File: src/rtl/byte_fifo_if.sv
// Producer/consumer handshake bundle for byte_fifo: push side, pop side and status.
// The FIFO uses the slave modport; the surrounding logic uses master.
interface byte_fifo_if #(
   parameter int WIDTH = 8,
   parameter int DEPTH = 4
);
   logic                         in_valid;
   logic                         in_ready;
   logic [WIDTH-1:0]             din;
   logic                         out_valid;
   logic                         out_ready;
   logic [WIDTH-1:0]             dout;
   logic [$clog2(DEPTH+1)-1:0]   count;
   logic                         almost_full;
   logic                         overflow;

   modport slave (
      input  in_valid, din, out_ready,
      output in_ready, out_valid, dout, count, almost_full, overflow
   );

   modport master (
      output in_valid, din, out_ready,
      input  in_ready, out_valid, dout, count, almost_full, overflow
   );
endinterface

File: src/rtl/byte_fifo.sv
// First-word-fall-through byte FIFO feeding the downstream register's d input.
// Push-to-pop latency 1 cycle; in_ready drops only when full (no bypass), pops are consumer-paced.
module byte_fifo #(
   parameter int WIDTH    = 8,
   parameter int DEPTH    = 4,
   parameter int AF_LEVEL = 3
) (
   input  logic      clk,
   input  logic      rst,
   byte_fifo_if.slave bus
);
   localparam int AW = $clog2(DEPTH);
   localparam int CW = $clog2(DEPTH + 1);

   logic [WIDTH-1:0] mem [DEPTH];
   logic [AW-1:0]    wr_ptr;
   logic [AW-1:0]    rd_ptr;
   logic [CW-1:0]    cnt;
   logic             ovf;
   logic             full;
   logic             empty;
   logic             push;
   logic             pop;

   // Flags derive from registered occupancy only, so no input reaches them combinationally.
   assign full  = (cnt == CW'(DEPTH));
   assign empty = (cnt == '0);
   assign push  = bus.in_valid && !full;
   assign pop   = bus.out_ready && !empty;

   // Storage is deliberately left out of reset; only the pointers define what is valid.
   always_ff @(posedge clk) begin
      if (!rst && push) begin
         mem[wr_ptr] <= bus.din;
      end
   end

   always_ff @(posedge clk) begin
      if (rst) begin
         wr_ptr <= '0;
         rd_ptr <= '0;
         cnt    <= '0;
         ovf    <= 1'b0;
      end else begin
         if (push) begin
            wr_ptr <= wr_ptr + AW'(1);
         end
         if (pop) begin
            rd_ptr <= rd_ptr + AW'(1);
         end
         if (push && !pop) begin
            cnt <= cnt + CW'(1);
         end else if (pop && !push) begin
            cnt <= cnt - CW'(1);
         end
         if (bus.in_valid && full) begin
            ovf <= 1'b1;
         end
      end
   end

   assign bus.in_ready    = !full;
   assign bus.out_valid   = !empty;
   assign bus.dout        = mem[rd_ptr];
   assign bus.count       = cnt;
   assign bus.almost_full = (cnt >= CW'(AF_LEVEL));
   assign bus.overflow    = ovf;
endmodule

File: src/flat_wrapper.sv
// flat-port wrapper written by rule: the top's interface ports become plain ports
module byte_fifo_flat 
#(
   parameter int WIDTH    = 8,
   parameter int DEPTH    = 4,
   parameter int AF_LEVEL = 3
)
  (clk, rst, bus_in_valid, bus_din, bus_out_ready, bus_in_ready, bus_out_valid, bus_dout, bus_count, bus_almost_full, bus_overflow);
  byte_fifo_if #(.WIDTH(WIDTH), .DEPTH(DEPTH)) bus_i ();
  input  logic clk;
  input  logic rst;
  input wire logic [$bits(bus_i.in_valid)-1:0] bus_in_valid;
  input wire logic [$bits(bus_i.din)-1:0] bus_din;
  input wire logic [$bits(bus_i.out_ready)-1:0] bus_out_ready;
  output wire logic [$bits(bus_i.in_ready)-1:0] bus_in_ready;
  output wire logic [$bits(bus_i.out_valid)-1:0] bus_out_valid;
  output wire logic [$bits(bus_i.dout)-1:0] bus_dout;
  output wire logic [$bits(bus_i.count)-1:0] bus_count;
  output wire logic [$bits(bus_i.almost_full)-1:0] bus_almost_full;
  output wire logic [$bits(bus_i.overflow)-1:0] bus_overflow;
  assign bus_i.in_valid = bus_in_valid;
  assign bus_i.din = bus_din;
  assign bus_i.out_ready = bus_out_ready;
  assign bus_in_ready = bus_i.in_ready;
  assign bus_out_valid = bus_i.out_valid;
  assign bus_dout = bus_i.dout;
  assign bus_count = bus_i.count;
  assign bus_almost_full = bus_i.almost_full;
  assign bus_overflow = bus_i.overflow;
  byte_fifo #(.WIDTH(WIDTH), .DEPTH(DEPTH), .AF_LEVEL(AF_LEVEL)) u_core (.clk(clk), .rst(rst), .bus(bus_i));
endmodule
File: config.mk
export PLATFORM = sky130hd
export DESIGN_NAME = byte_fifo_flat
export DESIGN_NICKNAME = d
export VERILOG_FILES = /design/src/rtl/byte_fifo_if.sv /design/src/rtl/byte_fifo.sv /design/src/flat_wrapper.sv
export SDC_FILE = /design/constraint.sdc
export NUM_CORES = 1
export LEC_CHECK = 0
export CAP_MARGIN = 20
export CORE_MARGIN = 4
export CORE_UTILIZATION = 40
export CTS_BUF_LIST = sky130_fd_sc_hd__clkbuf_2
export DETAILED_ROUTE_END_ITERATION = 6
export PLACE_DENSITY_LB_ADDON = 0.15
export REMOVE_ABC_BUFFERS = 1
export SLEW_MARGIN = 20
export SYNTH_ARGS = -nofsm -noshare
export SYNTH_HDL_FRONTEND = slang
export SYNTH_SLANG_ARGS = --single-unit
File: constraint.sdc
create_clock -name clk -period 4.9 [get_ports clk]
set_input_delay 0.98 -clock clk [delete_from_list [all_inputs] [get_ports clk]]
set_output_delay 0.98 -clock clk [all_outputs]
set_load 0.02 [all_outputs]
==> results of run 1 <==
-- synthesized netlist by cell type --
master	number
edfxtp_1	32
dfxtp_1	10
mux4_2	8
nor2_1	7
ha_1	5
inv_1	4
nor3b_1	4
xor2_1	4
a21o_1	2
a21oi_1	2
buf_1	2
nand3_1	2
or3_2	2
a21o_2	1
a21oi_2	1
a31oi_1	1
buf_2	1
clkbuf_2	1
fa_1	1
mux2i_1	1
nand2_1	1
o21ai_0	1
o311ai_0	1
o31ai_1	1
or3b_1	1
-- stage by stage --
stage	total power [W]	instance area, um^2	hold slack, ns
after detailed placement	0.000857	2000	0.501
after CTS	0.00100	2040	0.552
after global routing	0.00105	2040	0.596
after floorplan	0.000697	1650	0.485
after global placement	0.000846	2000	0.458
final	0.000982	2040	0.546
-- layout make-up --
cell class,count,area share (%)
multi-input combinational,46,23.4
timing repair buffer,29,13.9
clock inverter,2,0.430
sequential,42,57.0
clock buffer,6,1.47
tap,50,3.07
inverter,4,0.737
-- final timing paths --
path | endpoint | slack, ns | cells after the start
max reg2reg | u_core.bus.count[2] | 2.43 | 9
min | u_core.bus.overflow | 0.55 | 2
max | bus_dout[2] | 1.70 | 2
min reg2reg | u_core.bus.overflow | 0.55 | 2
-- worst max-delay path, stage by stage, from the launching register on --
cell and delay [ns]:
dfxtp_1 0.71, mux4_2 0.58, clkdlybuf4s50_1 0.55
-- power groups by stage --
stage / Clock (W) / Combinational [W] / Sequential (W)
2_1_floorplan: 0 / 0.000209 / 0.000488
3_3_place_gp: 0 / 0.000360 / 0.000487
3_5_place_dp: 0 / 0.000367 / 0.000490
4_1_cts: 0.000147 / 0.000370 / 0.000483
5_1_grt: 0.000165 / 0.000397 / 0.000491
6_report: 0.000139 / 0.000364 / 0.000479
-- cells by family after synthesis --
logic type / count (synthesis) / share of synthesized area (%)
compound gates: 10 / 4.21
fa+ha+maj: 6 / 4.96
simple gates: 17 / 5.63
xor+xnor: 4 / 2.10
mux: 9 / 11.4
flops: 42 / 69.7
buf+inv: 8 / 1.95
-- layer usage --
layer | part of all wire, % | track usage, % | wire length, um | up-vias
li1 | - | - | - | 429
met1 | 41 | 13.7 | 1180 | 456
met2 | 51 | 22.8 | 1480 | 24
met3 | 5.8 | 5.26 | 168 | 6
met4 | 2.0 | 5.94 | 57 | 0
met5 | 0 | 0 | 0 | -
-- sequential cells by signal, summed over array words and instances, names as in the netlist, named ones only --
| register | flops |
|---|---|
| u_core.wr_ptr | 2 |
| u_core.bus.overflow | 1 |
| u_core.mem | 32 |
| u_core.rd_ptr | 2 |
| u_core.bus.count | 3 |
==> results.yml, run 1 <==
detailed_routing:
  routedWlPerCell_um: 16.1
  dr.pass1.iters: 4
  finalWirelength_mm: 2.88
  viasPerCell: 5.11
  vias: 915
  drc: 0
  ant_nets: 0
  drt_iter0_markers: 65
cells_and_area:
  regArea_um2: 1160
  num-nets-final: 146
  fin_cells: 179
  area_delta_synth_final_pct: 22.3
  drive_gt1_share_pct: 17.8
  fillCellCount: 343
  layout_common_cells: "32 x edfxtp_1, 26 x clkdlybuf4s50_1, 10 x dfxtp_1"
  postLayoutCoreUtil_pct: 50.9
  final_common_cell: "edfxtp_1"
  antenna_cells: 0
  multi_input_area_um2: 477
placement:
  pre_cts_ws_ns: 1.66
  gp_congestion: 0.713
  hpwl_mm: 2.06
  place_inst: 171
  portBuffers: 26
pwr:
  intPower_w: 0.000653
  ir_drop_mv: 0.231
  power_density_nw_per_um2: 482
  p_comb_share_pct: 37.1
  leakage_nw: 0.704
  p_clk_share_pct: 14.2
  power.switching_w: 0.000329
  switching_share_pct: 33.5
  seqPwrFrac_pct: 48.8
floorplanning:
  start_util_pct: 41.6
  die_area_um2: 5260
  dieHeight_um: 72.5
  coreArea_um2: 4000
  rows: 23
  ios: 27
  die_x_um: 72.5
yosys:
  syn_avg_cell_area_um2: 17.3
  synth_area_leader_cell: "edfxtp_1"
  yosys_warnings: 0
  postSynthCellCount: 96
  ys_seq_area_share_pct: 69.7
  synthDistinctLibCells: 25
  ys_ff_latch: 42
  synthTopCellsByArea: "edfxtp_1 58%, dfxtp_1 12%, mux4_2 11%"
  syn_area_um2: 1670
  synth_top_area_share_pct: 57.7
global_routing:
  antenna_found_initial: 0
  grt_pass1_vias: 1005
  grt_pass1_wl_mm: 4.96
  globalRouteTotalUtil_pct: 13.1
  grt.overflow.total: 0
  grt_max_degree: 14
sta:
  setup_viol: 0
  fin_crit_ns: 3.20
  worst_pin_slew_ns: 0.850
  rsz0062_at_grt: "false"
  setup_ws_ns: 1.70
  hold_viol: 0
  slew_violations: 0
  setup-tns-final_ns: 0
  timing.fmax_mhz: 312
  min_period_over_period_pct: 65.3
  finalClockSkew_ns: 0.0116
  slew-limit-headroom_pct: 43.1
setup_path:
  critPathCaptureType: "output pin"
  arrival_ns: 2.22
  cp-start-kind: "flop"
  cp_max_fo: 8
  crit_type: "flop to output pin"
  reg2reg_from: "u_core.bus.count[0]"
  cp_data_required_time_ns: 3.92
clocking:
  clkLatencyLatePin_ns: 0.39
  cts_setup_buffers: 0
  ctsLongestPathBuffers: 2
  clock-sinks: 42
  cts_made_buffers: 5
  cts_tree: "built"
  cts_root_buf: "clkbuf_2"
  cts-hold-fix-buffers: 0
  htree_levels: 2
  cts.clk_slew.worst_paths_ns: 0.18
  ctsResizeCount: 0
min_path:
  hold_path_class: "flop to flop"
  hold_start: "u_core.bus.overflow"
run_status:
  status: "completed"
run:
  max_cap_violations: 0
Power figures use the tool's default switching activity.
==> run 2, diff against run 1 <==
Clock period 4.9 ns to 3.2 ns, I/O delays scaled along.
==> results.yml, run 2 (same netlist as run 1, synthesis figures left out) <==
clocking:
  cts_made_buffers: 5
  htree_levels: 2
  ctsLongestPathBuffers: 2
  cts.clk_slew.worst_paths_ns: 0.19
  cts_tree: "built"
  clkLatencyLatePin_ns: 0.40
  clock-sinks: 42
  cts-hold-fix-buffers: 0
  ctsResizeCount: 0
  cts_root_buf: "clkbuf_2"
  cts_setup_buffers: 0
placement:
  portBuffers: 26
  gp_congestion: 0.709
  hpwl_mm: 2.00
  place_inst: 172
  dpl-instance-area_um2: 2000
floorplanning:
  ios: 27
  start_util_pct: 41.6
  dieHeight_um: 72.5
  die_x_um: 72.5
  coreArea_um2: 4000
  rows: 23
  die_area_um2: 5260
cells_and_area:
  largest_reg_flops: 32
  fillCellCount: 332
  regMostFlops: "u_core.mem"
  fin_cells: 180
  num-nets-final: 147
  multi_input_area_um2: 472
  antenna_cells: 0
  regArea_um2: 1160
  postLayoutCoreUtil_pct: 52.2
  area_delta_synth_final_pct: 25.5
  drive_gt1_share_pct: 17.7
  finish.instance_area_um2: 2090
  final_common_cell: "edfxtp_1"
  layout_common_cells: "32 x edfxtp_1, 26 x clkdlybuf4s50_1, 10 x dfxtp_1"
min_path:
  hold_start: "u_core.bus.overflow"
  holdPathEnd: "u_core.bus.overflow"
  hold_path_class: "flop to flop"
  hold_depth: 2
sta:
  hold_viol: 0
  slew_violations: 0
  setup_viol: 0
  slew-limit-headroom_pct: 62.2
  fin_crit_ns: 2.87
  worst_pin_slew_ns: 0.566
  rsz0062_at_grt: "false"
  timing.fmax_mhz: 349
  finalClockSkew_ns: 0.0232
  min_period_over_period_pct: 89.6
  setup-tns-final_ns: 0
detailed_routing:
  vias: 914
  routedWlPerCell_um: 16.2
  finalWirelength_mm: 2.92
  drc: 0
  viasPerCell: 5.08
  ant_nets: 0
  dr.pass1.iters: 4
  drt_iter0_markers: 85
global_routing:
  antenna_found_initial: 0
  grt_max_degree: 14
  grt.overflow.total: 0
  globalRouteTotalUtil_pct: 12.7
  grt_pass1_vias: 984
  grt_pass1_wl_mm: 4.85
setup_path:
  critPathTopFamily: "flip-flops"
  r2r-end: "u_core.bus.count[2]"
  critical_path_depth: 2
  arrival_ns: 2.23
  reg2reg_from: "u_core.bus.count[0]"
  cp_max_fo: 8
  r2r_slack_ns: 0.73
  path_cells: "mux4_2 -> clkdlybuf4s50_1"
  crit_type: "flop to output pin"
  critPathCaptureType: "output pin"
  cp_data_required_time_ns: 2.56
  crit_path_top_delay_cell: "dfxtp_1"
  cpPeakStageDelay_ns: 0.72
  crit_buf_inv: 1
  cp-start-kind: "flop"
  reg2regPathDepth: 9
run_status:
  status: "completed"
pwr:
  power_density_nw_per_um2: 796
  ir_drop_mv: 0.432
  leakage_nw: 0.727
run:
  max_cap_violations: 0
run 2: cell types whose count changed in the layout (fill, tap and decap cells not counted):
cell       delta
bufinv_16     +2
nor3b_2       -1
clkinv_2      -1
buf_4         +1
nor3b_1       +1
clkbuf_2      -1
run 2: power breakdown:
part	switching, W	internal [W]	total, W
registers	0.0000890	0.000646	0.000735
logic	0.000255	0.000299	0.000554
clock network	0.000166	0.000208	0.000374
run 2: final cells by class:
class / count / area share, %
tap: 50 / 2.99
clock inverter: 3 / 3.05
sequential: 42 / 55.6
timing repair buffer: 30 / 13.9
multi-input combinational: 46 / 22.6
inverter: 4 / 0.719
clock buffer: 5 / 1.20
run 2: worst register-to-register path: cells and delay by family (launching register included):
family | cells | cell delay (ns)
XOR/XNOR | 1 | 0.17
adder cells (fa/ha/maj) | 2 | 0.55
AND/OR/NAND/NOR | 3 | 0.83
flip-flops | 1 | 0.57
buffers and inverters | 2 | 0.15
AO/OA/AOI/OAI | 1 | 0.14
run 2: metrics by stage:
stage / hold WS [ns] / total power [W] / worst slack [ns]
floorplan: 0.485 / 0.00107 / 0.730
global placement: 0.457 / 0.00130 / 0.428
detailed placement: 0.478 / 0.00131 / 0.327
CTS: 0.527 / 0.00169 / 0.231
global route: 0.587 / 0.00177 / 0.157
finish: 0.522 / 0.00166 / 0.332
run 2: per-layer routing:
| metal | vias to the layer above | part of all wire (%) | GRT usage (%) |
|---|---|---|---|
| li1 | 436 | - | - |
| met1 | 446 | 43 | 14.9 |
| met2 | 27 | 49 | 21.0 |
| met3 | 5 | 6.0 | 4.71 |
| met4 | 0 | 1.5 | 4.92 |
| met5 | - | 0 | 0 |
run 2: worst max path at each step:
stage,from,end
CTS,flop,bus_dout[0]
global route,flop,bus_dout[4]
finish,flop,bus_dout[2]
floorplan,u_core.bus.count[0],u_core.bus.count[2]
detailed placement,bus_in_valid,u_core.bus.count[2]
global placement,bus_in_valid,u_core.bus.count[2]
